**src/rtl/bmap_pkg.sv**
```systemverilog
// Shared constants and index type for the bitmap tag allocator.
package bmap_pkg;
    localparam int unsigned NENT = 96;
    localparam int unsigned IDXW = 7;
    typedef logic [IDXW-1:0] idx_t;
    localparam idx_t IDX_NONE = 7'd127;
endpackage

```
**src/rtl/bmap_enc.sv**
```systemverilog
// Free-entry encoders: flz96 returns the lowest free index, ffz96 the highest.
module flz96
    import bmap_pkg::*;
(
    input  logic [NENT-1:0] busy,
    output idx_t            idx
);
    always_comb begin
        idx = IDX_NONE;
        // Scan downward so the lowest free index is the last assignment.
        for (int unsigned i = 0; i < NENT; i++) begin
            if (!busy[NENT-1-i]) idx = idx_t'(NENT - 1 - i);
        end
    end
endmodule

module ffz96
    import bmap_pkg::*;
(
    input  logic [NENT-1:0] busy,
    output idx_t            idx
);
    always_comb begin
        idx = IDX_NONE;
        for (int unsigned i = 0; i < NENT; i++) begin
            if (!busy[i]) idx = idx_t'(i);
        end
    end
endmodule

```
**src/rtl/bmap_rr_arb.sv**
```systemverilog
// Round-robin arbiter: first and second requesters at or after the rr pointer.
module bmap_rr_arb #(
    parameter int unsigned NREQ = 4
) (
    input  logic [NREQ-1:0]         req,
    input  logic [$clog2(NREQ)-1:0] rr,
    output logic [NREQ-1:0]         first,
    output logic                    first_vld,
    output logic [NREQ-1:0]         second,
    output logic                    second_vld
);
    always_comb begin
        int unsigned k;
        first      = '0;
        second     = '0;
        first_vld  = 1'b0;
        second_vld = 1'b0;
        for (int unsigned o = 0; o < NREQ; o++) begin
            k = 32'(rr) + o;
            if (k >= NREQ) k = k - NREQ;
            if (req[k]) begin
                if (!first_vld) begin
                    first[k]  = 1'b1;
                    first_vld = 1'b1;
                end else if (!second_vld) begin
                    second[k]  = 1'b1;
                    second_vld = 1'b1;
                end
            end
        end
    end
endmodule

```
**src/rtl/bmap_alloc.sv**
```systemverilog
// 96-entry bitmap allocator with round-robin grant and free port.
// Optional BMAP_DUAL_END_EN adds a second grant from the top of the pool.
module bmap_alloc
    import bmap_pkg::*;
#(
    parameter int unsigned NREQ = 4
) (
    input  logic                 clk_i,
    input  logic                 rst_ni,
    input  logic [NREQ-1:0]      req_i,
    output logic [NREQ-1:0]      gnt_o,
    output logic [NREQ*IDXW-1:0] idx_o,
    input  logic                 free_i,
    input  logic [IDXW-1:0]      free_idx_i,
    output logic [NENT-1:0]      busy_o,
    output logic [IDXW-1:0]      count_o,
    output logic                 full_o,
    output logic                 empty_o,
    output logic                 err_o
);
    localparam int unsigned PTRW = $clog2(NREQ);

    logic [PTRW-1:0] rr_q, rr_nxt;
    idx_t            lo_idx, hi_idx;
    logic [NREQ-1:0] first, second, gnt_lo, gnt_hi;
    logic            first_vld, second_vld, lo_grant, dual_grant;
    logic [NENT-1:0] set_vec, clr_vec, fsel;
    logic            free_ok, free_bad;
    logic [1:0]      n_gnt;
    logic [IDXW-1:0] count_nxt;

    flz96 u_flz (.busy(busy_o), .idx(lo_idx));

`ifdef BMAP_DUAL_END_EN
    ffz96 u_ffz (.busy(busy_o), .idx(hi_idx));
`else
    assign hi_idx = IDX_NONE;
`endif

    bmap_rr_arb #(.NREQ(NREQ)) u_arb (
        .req       (req_i),
        .rr        (rr_q),
        .first     (first),
        .first_vld (first_vld),
        .second    (second),
        .second_vld(second_vld)
    );

    assign lo_grant   = first_vld && (lo_idx != IDX_NONE);
    // Equal indices mean a single free entry, which only the winner may take.
    assign dual_grant = lo_grant && second_vld && (hi_idx != IDX_NONE) && (hi_idx != lo_idx);
    assign gnt_lo     = lo_grant ? first : '0;
    assign gnt_hi     = dual_grant ? second : '0;
    assign gnt_o      = gnt_lo | gnt_hi;
    assign n_gnt      = {1'b0, lo_grant} + {1'b0, dual_grant};

    always_comb begin
        idx_o = '0;
        for (int unsigned k = 0; k < NREQ; k++) begin
            if (gnt_lo[k])      idx_o[k*IDXW +: IDXW] = lo_idx;
            else if (gnt_hi[k]) idx_o[k*IDXW +: IDXW] = hi_idx;
        end
    end

    always_comb begin
        set_vec = '0;
        fsel    = '0;
        for (int unsigned i = 0; i < NENT; i++) begin
            if (lo_grant && lo_idx == idx_t'(i))   set_vec[i] = 1'b1;
            if (dual_grant && hi_idx == idx_t'(i)) set_vec[i] = 1'b1;
            if (free_idx_i == idx_t'(i))           fsel[i]    = 1'b1;
        end
    end

    assign free_ok   = free_i && |(fsel & busy_o);
    assign free_bad  = free_i && !free_ok;
    assign clr_vec   = free_ok ? fsel : '0;
    assign count_nxt = count_o + IDXW'(n_gnt) - IDXW'(free_ok);

    always_comb begin
        int unsigned last;
        last = 0;
        for (int unsigned k = 0; k < NREQ; k++) begin
            if (dual_grant ? second[k] : first[k]) last = k;
        end
        rr_nxt = (last + 1 >= NREQ) ? '0 : PTRW'(last + 1);
    end

    always_ff @(posedge clk_i or negedge rst_ni) begin
        if (!rst_ni) begin
            busy_o  <= '0;
            count_o <= '0;
            full_o  <= 1'b0;
            empty_o <= 1'b1;
            err_o   <= 1'b0;
            rr_q    <= '0;
        end else begin
            busy_o  <= (busy_o | set_vec) & ~clr_vec;
            count_o <= count_nxt;
            full_o  <= (count_nxt == IDXW'(NENT));
            empty_o <= (count_nxt == '0);
            if (free_bad) err_o <= 1'b1;
            if (lo_grant) rr_q <= rr_nxt;
        end
    end
endmodule

```
**config.mk**
```make
export PLATFORM = sky130hd
export DESIGN_NAME = bmap_alloc
export DESIGN_NICKNAME = d
export VERILOG_FILES = /design/src/rtl/bmap_pkg.sv /design/src/rtl/bmap_enc.sv /design/src/rtl/bmap_rr_arb.sv /design/src/rtl/bmap_alloc.sv
export SDC_FILE = /design/constraint.sdc
export NUM_CORES = 1
export LEC_CHECK = 0
export CORE_UTILIZATION = 50
export DETAILED_ROUTE_END_ITERATION = 7
export PLACE_DENSITY = 0.78
export SLEW_MARGIN = 20
export SYNTH_ARGS = -nofsm -noshare
export SYNTH_HDL_FRONTEND = slang
export SYNTH_SLANG_ARGS = --single-unit
```
**constraint.sdc**
```tcl
create_clock -name clk_i -period 6.86 [get_ports clk_i]
set_clock_uncertainty 0.1 [all_clocks]
set_input_delay 1.372 -clock clk_i [delete_from_list [all_inputs] [get_ports clk_i]]
set_output_delay 1.372 -clock clk_i [all_outputs]
set_load 0.02 [all_outputs]
```
==> key figures, run 1 <==
Cells and area
  • Nets: 1,074
  • Area of the multi-input gates: 4561 um^2
  • Area grow syn2layout: 27.66%
  • Register area: 2704 um^2
  • Share of layout cells above drive strength 1: 8.008%
  • Diodes inserted: 0
  • Fin area: 9736 um^2
  • Fillers: 1,240

Route
  • Vias per inst: 7.526
  • WL final: 35,620 um
  • Met1 WL: 12,850 um
  • Max layer used: met4
  • Met2 wire len: 14,780 um
  • ANT nets after route: 0
  • DRT iter0 DRCs: 1,587
  • Drt wl/cell: 28.89 um
  • Via count: 9,279
  • Initial DRT Pass Iterations: 8
  • DR WL met3: 5489 um
  • Drt drc: 9

Die
  • Initial core utilization: 51.88%
  • Die Wd: 125.5 um
  • Top-Level Pins: 152
  • DIE AREA: 15,750 um^2
  • Core area: 14,700 um^2
  • Rows: 44
  • Die Y: 125.5 um

Flow run
  • Max Cap Violations: 0

GRT
  • Initial antenna violation count: 0
  • Number of global-route vias before repair: 8,775
  • Total grt overflow: 0
  • Global-route wire length before repair: 53,680 um
  • Largest net degree at the start of global routing: 60
  • GR Util All Layers: 45.54%

CTS
  • CTS hold repair buffers: 0
  • Clock buffer depth: 2
  • TritonCTS clock tree: built
  • H-tree Lvls: 3
  • Sink Count: 108
  • CTS Root Cell: clkbuf_16
  • Cts bufs inserted: 9
  • Worst-path clk slew: 80 ps
  • Worst-skew pair later-pin latency: 370 ps
  • Setup Fix Bufs, Post-CTS: 0
  • PostCTS Resize Cnt: 0

Run status
  • Failing checks: design-rule violations
  • Status: finished, violations left

Logic synthesis
  • Top area cells in the synthesized netlist: dfrtp_1, a31oi_1, a21oi_1
  • Synth async-reset ratio: 100.0%
  • EDFF count, synth: 0
  • Mean Syn Cell Area: 8.390 um^2
  • YS warnings: 0
  • Flops & latches, synth: 108
  • Share of the synthesized area in the top cell type: 35.11%
  • Most frequent cells after synthesis: a31oi_1, dfrtp_1, a21oi_1, nor2_1, nand2_1
  • Register area share after synthesis: 35.46%
  • Yosys cell types: 77
  • Synth area leader: dfrtp_1
  • Post-Syn Nets: 939
  • Main flop type after synthesis: dfrtp_1
  • Mapped cell area: 7626 um^2
  • Top-count cell post-synth: a31oi_1
  • Synth Instances: 909

STA
  • Final min period: 5918 ps
  • Worst hold slack: 445.2 ps
  • Pins Over Slew Limit: 0
  • Worst-Margin Slew: 1283 ps
  • Final setup violation count: 0
  • Final period utilization: 86.26%
  • RSZ-0062 raised after global routing: no
  • Fmax: 0.1690 GHz
  • Worst slew margin: 14.18%
  • Final setup TNS: 0 ps
  • Final Hold Viols: 0

Setup path
  • Reg2reg start: busy_o[49]
  • Worst path required time: 5390 ps
  • CP arrival: 4450 ps
  • Crit. Startpoint: req_i[3]
  • Crit path max fanout: 9
  • Startpoint Class: input port
  • WS Path Type: input port to primary output
  • Worst setup EP type: primary output

Place
  • DP HPWL: 24,910 um
  • Final Wtd Congestion: 1.006
  • Port bufs: 151
  • DP Area: 9374 um^2

Pwr
  • VDD IR max: 471.8 uV
  • Pwr dens: 475.8 nW/um^2
  • Final Total Pwr: 4.632 mW
  • Leak Pwr: 3.705 nW

Hold path
  • Hold Crit Start: count_o[0]
  • Hold crit path type: flip-flop to flip-flop
[report_power, final]
| group | internal (mW) | total (mW) | switching, mW |
|---|---|---|---|
| Sequential | 0.737 | 0.946 | 0.210 |
| Combinational | 0.919 | 3.06 | 2.14 |
| Clock | 0.364 | 0.629 | 0.265 |
| Total | 2.02 | 4.63 | 2.61 |
[worst paths after layout]
kind	to	slack, ps	depth (start not counted)
worst max register to register	empty_o	2190	12
worst max-delay path	idx_o[19]	940	7
worst min-delay path	count_o[0]	450	1
worst min register to register	count_o[0]	450	1
min in group asynchronous	busy_o[20]	910	1
max in group asynchronous	busy_o[91]	4530	2
[placed cells by master (no fill, tap or decap), types with 7 or more instances in the layout]
master | synthesis | final
nor3_1 | 31 | 29
nor2_1 | 71 | 70
nand2b_1 | 13 | 13
nor2b_1 | 11 | 11
mux2i_1 | 12 | 12
nand2_1 | 62 | 62
inv_1 | 33 | 33
nor4_1 | 9 | 9
clkbuf_16 | 0 | 9
o21ai_0 | 25 | 25
clkdlybuf4s50_1 | 0 | 149
and4_1 | 8 | 8
a31oi_1 | 135 | 135
a41oi_1 | 15 | 15
nand4_1 | 33 | 33
buf_4 | 0 | 34
a21oi_1 | 79 | 79
dfrtp_1 | 107 | 107
ha_1 | 15 | 15
nand3b_1 | 8 | 8
a22oi_1 | 14 | 14
nand3_1 | 21 | 21
mux2_2 | 7 | 7
[worst max-delay path, stage by stage]
cell and delay (ps):
clkdlybuf4s50_1 480, mux4_2 590, nor4b_1 610, a221oi_1 230
nand2b_1 360, nor2_1 180, clkdlybuf4s50_1 620
[per-stage QoR]
step	utilization (%)	std cells	setup WS, ps
floorplan	-	909	1517
global placement	63.77	1217	711.9
detailed placement	63.77	1217	591.0
CTS	66.17	1233	985.9
global route	66.23	1233	586.3
finish	66.23	1233	942.2
[logic make-up (layout without fill, tap and decap cells)]
kind of cell / after synthesis / count (layout) / synth area share [%]
AO/OA/AOI/OAI: 347 / 347 / 29.65
XOR/XNOR: 6 / 6 / 0.6891
adder cells (fa/ha/maj): 16 / 16 / 2.724
buffers and inverters: 95 / 235 / 5.250
flip-flops: 108 / 108 / 35.46
multiplexers: 24 / 24 / 4.085
AND/OR/NAND/NOR: 313 / 313 / 22.15
[area by class of cell]
class	instances	area share (%)
sequential	108	27.77
tap	184	2.365
inverter	35	1.401
multi-input combinational	706	46.84
clock inverter	7	1.311
clock buffer	9	2.313
timing repair buffer	184	17.99
[state kept, by name, summed over array words and instances (netlist names)]
register and count:
busy_o 96, count_o 7, rr_q 2, empty_o 1, err_o 1, full_o 1
[routing by layer]
| layer | vias up | track usage [%] |
|---|---|---|
| met1 | 4365 | 57.78 |
| li1 | 3839 | - |
| met5 | - | 0 |
| met2 | 872 | 65.42 |
| met3 | 203 | 18.57 |
| met4 | 0 | 25.61 |
Note: power is estimated with default switching activity, not from simulation.
==> run 2, diff against run 1 <==
Settings changed: CAP_MARGIN from default to 30.
Clock period 6.86 ns to 6.57 ns, I/O delays scaled along.
==> key figures, run 2 (same netlist as run 1, synthesis figures left out) <==
Run status
  • Status: finished, violations left
  • Failing checks: design-rule violations

Pwr
  • Final Total Pwr: 4.702 mW (+1.5%)
  • VDD IR max: 401.6 uV (-15%)
  • Pwr dens: 483.8 nW/um^2 (+1.7%)
  • Leak Pwr: 3.707 nW (about the same)

Setup path
  • Crit. Startpoint: req_i[1]
  • Crit path cell chain: clkdlybuf4s50_1 -> mux4_2 -> nor4b_1 -> a221oi_1 -> nand2b_1 -> nor2_1 -> clkdlybuf4s50_1
  • WS Path Type: input port to primary output
  • Crit path max fanout: 9 (unchanged)
  • Startpoint Class: input port
  • Cell family with most CP delay: simple AND/OR/NAND/NOR gates
  • Worst setup EP type: primary output
  • Internal reg-to-reg setup slack: 2010 ps (-180 ps)
  • Worst Reg-to-Reg Cells: 15 (+3)
  • R2R Path End: empty_o
  • CP max stage delay: 650 ps (+30 ps)
  • Crit path max-delay cell type: nor4b_1
  • Crit path top cell by count: clkdlybuf4s50_1
  • Setup crit end: idx_o[18]
  • Buffer and inverter count on the worst path: 2 (unchanged)
  • CP arrival: 4460 ps (about the same)
  • Reg2reg start: busy_o[13]
  • WP depth: 7 (unchanged)
  • Worst path required time: 5160 ps (-230 ps)

Cells and area
  • Fillers: 1,253 (+1.0%)
  • Nets: 1,079 (+0.47%)
  • Most common cell after layout, fill and taps aside: clkdlybuf4s50_1
  • Reg with most FFs: busy_o
  • Top flop regs: busy_o x96, count_o x7, rr_q x2
  • Register area: 2704 um^2 (unchanged)
  • Max reg flops: 96 (unchanged)
  • Core Util, Final: 66.12% (-0.11 points)
  • Commonest non-fill, non-tap cells in the layout: clkdlybuf4s50_1, a31oi_1, dfrtp_1
  • Area grow syn2layout: 27.45%
  • Area of the multi-input gates: 4559 um^2 (about the same)
  • Share of layout cells above drive strength 1: 8.539% (+0.53 points)
  • Diodes inserted: 0 (unchanged)
  • Fin area: 9719 um^2 (-0.17%)

Place
  • Final Wtd Congestion: 1.027 (+2.2%)
  • Port bufs: 151 (unchanged)
  • DP Area: 9417 um^2 (+0.45%)
  • DP HPWL: 24,980 um (+0.29%)

STA
  • Final period utilization: 89.48%
  • Worst hold slack: 446.5 ps (+1.308 ps)
  • Pins Over Slew Limit: 0 (unchanged)
  • Final min period: 5879 ps
  • Worst-Margin Slew: 1152 ps (-130.8 ps)
  • RSZ-0062 raised after global routing: no
  • Fmax: 0.1701 GHz
  • Final Hold Viols: 0 (unchanged)
  • Final setup TNS: 0 ps (unchanged)
  • Worst slew margin: 22.80% (+8.6 points)
  • Final setup violation count: 0 (unchanged)

Route
  • Initial DRT Pass Iterations: 8 (unchanged)
  • Via count: 9,178 (-1.1%)
  • WL final: 35,250 um (-1.0%)
  • Drt drc: 8 (-1)
  • Vias per inst: 7.414 (-1.5%)
  • DRT iter0 DRCs: 1,727 (+8.8%)
  • Drt wl/cell: 28.47 um (-1.4%)
  • ANT nets after route: 0 (unchanged)

CTS
  • CTS Root Cell: clkbuf_16
  • Setup Fix Bufs, Post-CTS: 0 (unchanged)
  • Sink Count: 108 (unchanged)
  • Worst-skew pair later-pin latency: 370 ps (about the same)
  • Worst-path clk slew: 80 ps (about the same)
  • CTS hold repair buffers: 0 (unchanged)
  • Cts bufs inserted: 9 (unchanged)
  • Clock buffer depth: 2 (unchanged)
  • H-tree Lvls: 3 (unchanged)
  • TritonCTS clock tree: built
  • PostCTS Resize Cnt: 0 (unchanged)

Die
  • Top-Level Pins: 152 (unchanged)
  • Core area: 14,700 um^2 (unchanged)
  • Die Wd: 125.5 um (unchanged)
  • DIE AREA: 15,750 um^2 (unchanged)
  • Die Y: 125.5 um (unchanged)
  • Rows: 44 (unchanged)
  • Initial core utilization: 51.88% (unchanged)

Hold path
  • Hold crit path type: flip-flop to flip-flop
  • Hold Crit Depth: 1 (unchanged)

GRT
  • GR Util All Layers: 45.38% (-0.16 points)
  • Largest net degree at the start of global routing: 59 (-1.7%)
  • Total grt overflow: 0 (unchanged)
  • Initial antenna violation count: 0 (unchanged)
  • Global-route wire length before repair: 53,460 um (-0.40%)
  • Number of global-route vias before repair: 8,651 (-1.4%)

Flow run
  • Max Cap Violations: 0 (unchanged)
[run 2: area by class of cell]
type	count	area share (%)
clock buffers	11	2.600
clock inverters	5	0.4377
inverters	35	1.403
multi-input cells	706	46.91
flip-flops and latches	108	27.82
well taps	184	2.369
repair buffers	189	18.46
[run 2: through the flow]
| stage | cells | worst slack [ps] |
|---|---|---|
| detailed placement | 1221 | 532.0 |
| floorplan | 909 | 1285 |
| global placement | 1219 | 628.3 |
| finish | 1238 | 691.3 |
| global route | 1238 | 494.1 |
| CTS | 1237 | 699.3 |
[run 2: power breakdown]
part	leakage, nW	internal [mW]	switching [mW]
Clock	0.148	0.283	0.276
Sequential	1.40	0.769	0.225
Combinational	2.16	0.952	2.20
Total	3.71	2.00	2.70
[run 2: worst min-delay path by stage]
| stage | from | to | slack, ps |
|---|---|---|---|
| 2_1_floorplan | err_o | err_o | 490 |
| 3_3_place_gp | count_o[0] | count_o[0] | 430 |
| 3_5_place_dp | err_o | err_o | 420 |
| 4_1_cts | err_o | err_o | 440 |
| 5_1_grt | err_o | err_o | 450 |
| 6_report | err_o | err_o | 450 |
[run 2: metal layers]
metal  share of wire (%)  wire length (um)  up-vias  global-route usage (%)
met5                   0                 0        -                       0
met4                 5.9              2079        0                   24.32
met3                  15              5253      157                   17.03
met2                  42             14850      833                   66.57
met1                  37             13070     4339                   57.87
li1                    -                 -     3849                       -
[run 2: worst reg2reg max path: stages (launching register included)]
cell and delay (ps):
dfrtp_1 590, nand4_1 260, nor4_1 810, nand4_1 430, o21a_1 440, clkinv_4 120, ha_1 130, inv_1 40
ha_1 200, fa_1 400, a21oi_1 150, nor2_1 50, nor2_1 140, xnor2_1 90, or3_1 390, nor3_1 140
==> run 3, diff against run 2 <==
Settings changed: SLEW_MARGIN 20 to default.
==> key figures, run 3 (same netlist as run 1, synthesis figures left out) <==
Run status
  • Status: finished, violations left
  • Failing checks: design-rule violations

CTS
  • CTS Root Cell: clkbuf_16
  • Cts bufs inserted: 9 (unchanged)
  • Worst-skew pair later-pin latency: 370 ps (about the same)
  • Sink Count: 108 (unchanged)
  • H-tree Lvls: 3 (unchanged)
  • CTS hold repair buffers: 0 (unchanged)
  • PostCTS Resize Cnt: 0 (unchanged)
  • Clock buffer depth: 2 (unchanged)
  • TritonCTS clock tree: built
  • Worst-path clk slew: 80 ps (about the same)
  • Setup Fix Bufs, Post-CTS: 0 (unchanged)

Cells and area
  • Reg with most FFs: busy_o
  • Fillers: 1,250 (-0.24%)
  • Area grow syn2layout: 27.45% (unchanged)
  • Share of layout cells above drive strength 1: 8.444% (-0.095 points)
  • Diodes inserted: 0 (unchanged)
  • Commonest non-fill, non-tap cells in the layout: clkdlybuf4s50_1, a31oi_1, dfrtp_1
  • Max reg flops: 96 (unchanged)
  • Fin area: 9719 um^2 (unchanged)
  • Nets: 1,079 (unchanged)
  • Most common cell after layout, fill and taps aside: clkdlybuf4s50_1
  • Top flop regs: busy_o x96, count_o x7, rr_q x2
  • Non-Filler Instances: 1,238 (unchanged)

Route
  • Drt wl/cell: 28.65 um (+0.61%)
  • ANT nets after route: 0 (unchanged)
  • DRT iter0 DRCs: 1,684 (-2.5%)
  • Initial DRT Pass Iterations: 8 (unchanged)
  • Vias per inst: 7.439 (+0.34%)
  • Drt drc: 8 (unchanged)
  • WL final: 35,470 um (+0.61%)
  • Via count: 9,209 (+0.34%)

Place
  • DP Cell Count: 1,221 (unchanged)
  • DP Area: 9417 um^2 (unchanged)
  • Final Wtd Congestion: 1.027 (unchanged)
  • DP HPWL: 24,980 um (unchanged)
  • Port bufs: 151 (unchanged)

Setup path
  • WS Path Type: input port to primary output
  • CP arrival: 4460 ps (about the same)
  • Buffer and inverter count on the worst path: 2 (unchanged)
  • Cell family with most CP delay: simple AND/OR/NAND/NOR gates
  • CP max stage delay: 660 ps (about the same)
  • Crit path max-delay cell type: nor4b_1
  • Crit path top cell by count: clkdlybuf4s50_1
  • Worst setup EP type: primary output
  • Crit path cell chain: clkdlybuf4s50_1 -> mux4_2 -> nor4b_1 -> a221oi_1 -> nand2b_1 -> nor2_1 -> clkdlybuf4s50_1
  • Worst path required time: 5160 ps (about the same)
  • Startpoint Class: input port
  • Crit path max fanout: 9 (unchanged)

GRT
  • GR Util All Layers: 45.38% (unchanged)
  • Global-route wire length before repair: 53,460 um (unchanged)
  • Initial antenna violation count: 0 (unchanged)
  • Largest net degree at the start of global routing: 59 (unchanged)
  • Total grt overflow: 0 (unchanged)
  • Number of global-route vias before repair: 8,651 (unchanged)

STA
  • RSZ-0062 raised after global routing: no
  • Worst-Margin Slew: 1119 ps (-32.38 ps)
  • Final Hold Viols: 0 (unchanged)
  • Pins Over Slew Limit: 0 (unchanged)
  • Final period utilization: 89.47% (about the same)
  • Final setup TNS: 0 ps (unchanged)
  • Worst slew margin: 24.69% (+1.9 points)
  • Final setup violation count: 0 (unchanged)
  • Final min period: 5878 ps (-0.4330 ps)
  • Fmax: 0.1701 GHz (about the same)
  • Worst hold slack: 449.4 ps (+2.829 ps)

Pwr
  • Leak Pwr: 3.708 nW (about the same)
  • Pwr dens: 486.0 nW/um^2 (+0.45%)
  • Sw Pwr: 2.719 mW (+0.78%)
  • Switching share of total power: 57.56% (+0.19 points)
  • Pint: 2.005 mW (about the same)
  • VDD IR max: 410.0 uV (+2.1%)
  • Sequential share of power: 21.0% (about the same)
  • Clock Power Share: 11.9% (about the same)
  • Final Total Pwr: 4.724 mW (+0.45%)
  • Logic pwr share: 67.1% (+0.2 points)

Die
  • Initial core utilization: 51.88% (unchanged)
  • Top-Level Pins: 152 (unchanged)
  • Die Y: 125.5 um (unchanged)
  • DIE AREA: 15,750 um^2 (unchanged)
  • Rows: 44 (unchanged)
  • Die Wd: 125.5 um (unchanged)
  • Core area: 14,700 um^2 (unchanged)

Hold path
  • Hold crit path type: flip-flop to flip-flop

Flow run
  • Max Cap Violations: 0 (unchanged)
[run 3: routing by layer]
metal	part of all wire, %	vias up	track usage, %
met3	15	172	17.03
met1	37	4348	57.87
met5	0	-	0
li1	-	3841	-
met2	42	848	66.57
met4	5.8	0	24.32
[run 3: worst paths after layout]
path	from	endpoint	slack, ps	cells past startpoint
max	req_i[3]	idx_o[18]	690	7
min	err_o	err_o	450	1
max reg2reg	busy_o[49]	empty_o	1710	15
min reg2reg	err_o	err_o	450	1
max in group asynchronous	rst_ni	busy_o[84]	4310	2
min in group asynchronous	rst_ni	busy_o[20]	850	1
[run 3: power groups by stage]
stage,clock network (mW),registers (mW),logic [mW]
6_report,0.564,0.992,3.17
2_1_floorplan,0,1.01,1.78
4_1_cts,0.559,0.976,3.01
5_1_grt,0.584,0.999,3.27
3_5_place_dp,0,0.983,2.99
3_3_place_gp,0,0.989,2.97
[run 3: final cells by class]
class                           instances  area (um^2)  area share (%)
Sequential cell                       108         2704           27.82
Inverter                               35        136.4           1.403
Tap cell                              184        230.2           2.369
Timing Repair Buffer                  189         1797           18.49
Clock buffer                           11        252.7           2.600
Multi-Input combinational cell        706         4557           46.88
Clock inverter                          5        42.54          0.4377
[run 3: through the flow]
stage / setup slack [ps] / utilization [%]
after CTS: 699.3 / 66.07
after floorplan: 1285 / -
final: 691.7 / 66.12
after global placement: 628.3 / 63.91
after global routing: 494.1 / 66.12
after detailed placement: 532.0 / 64.06
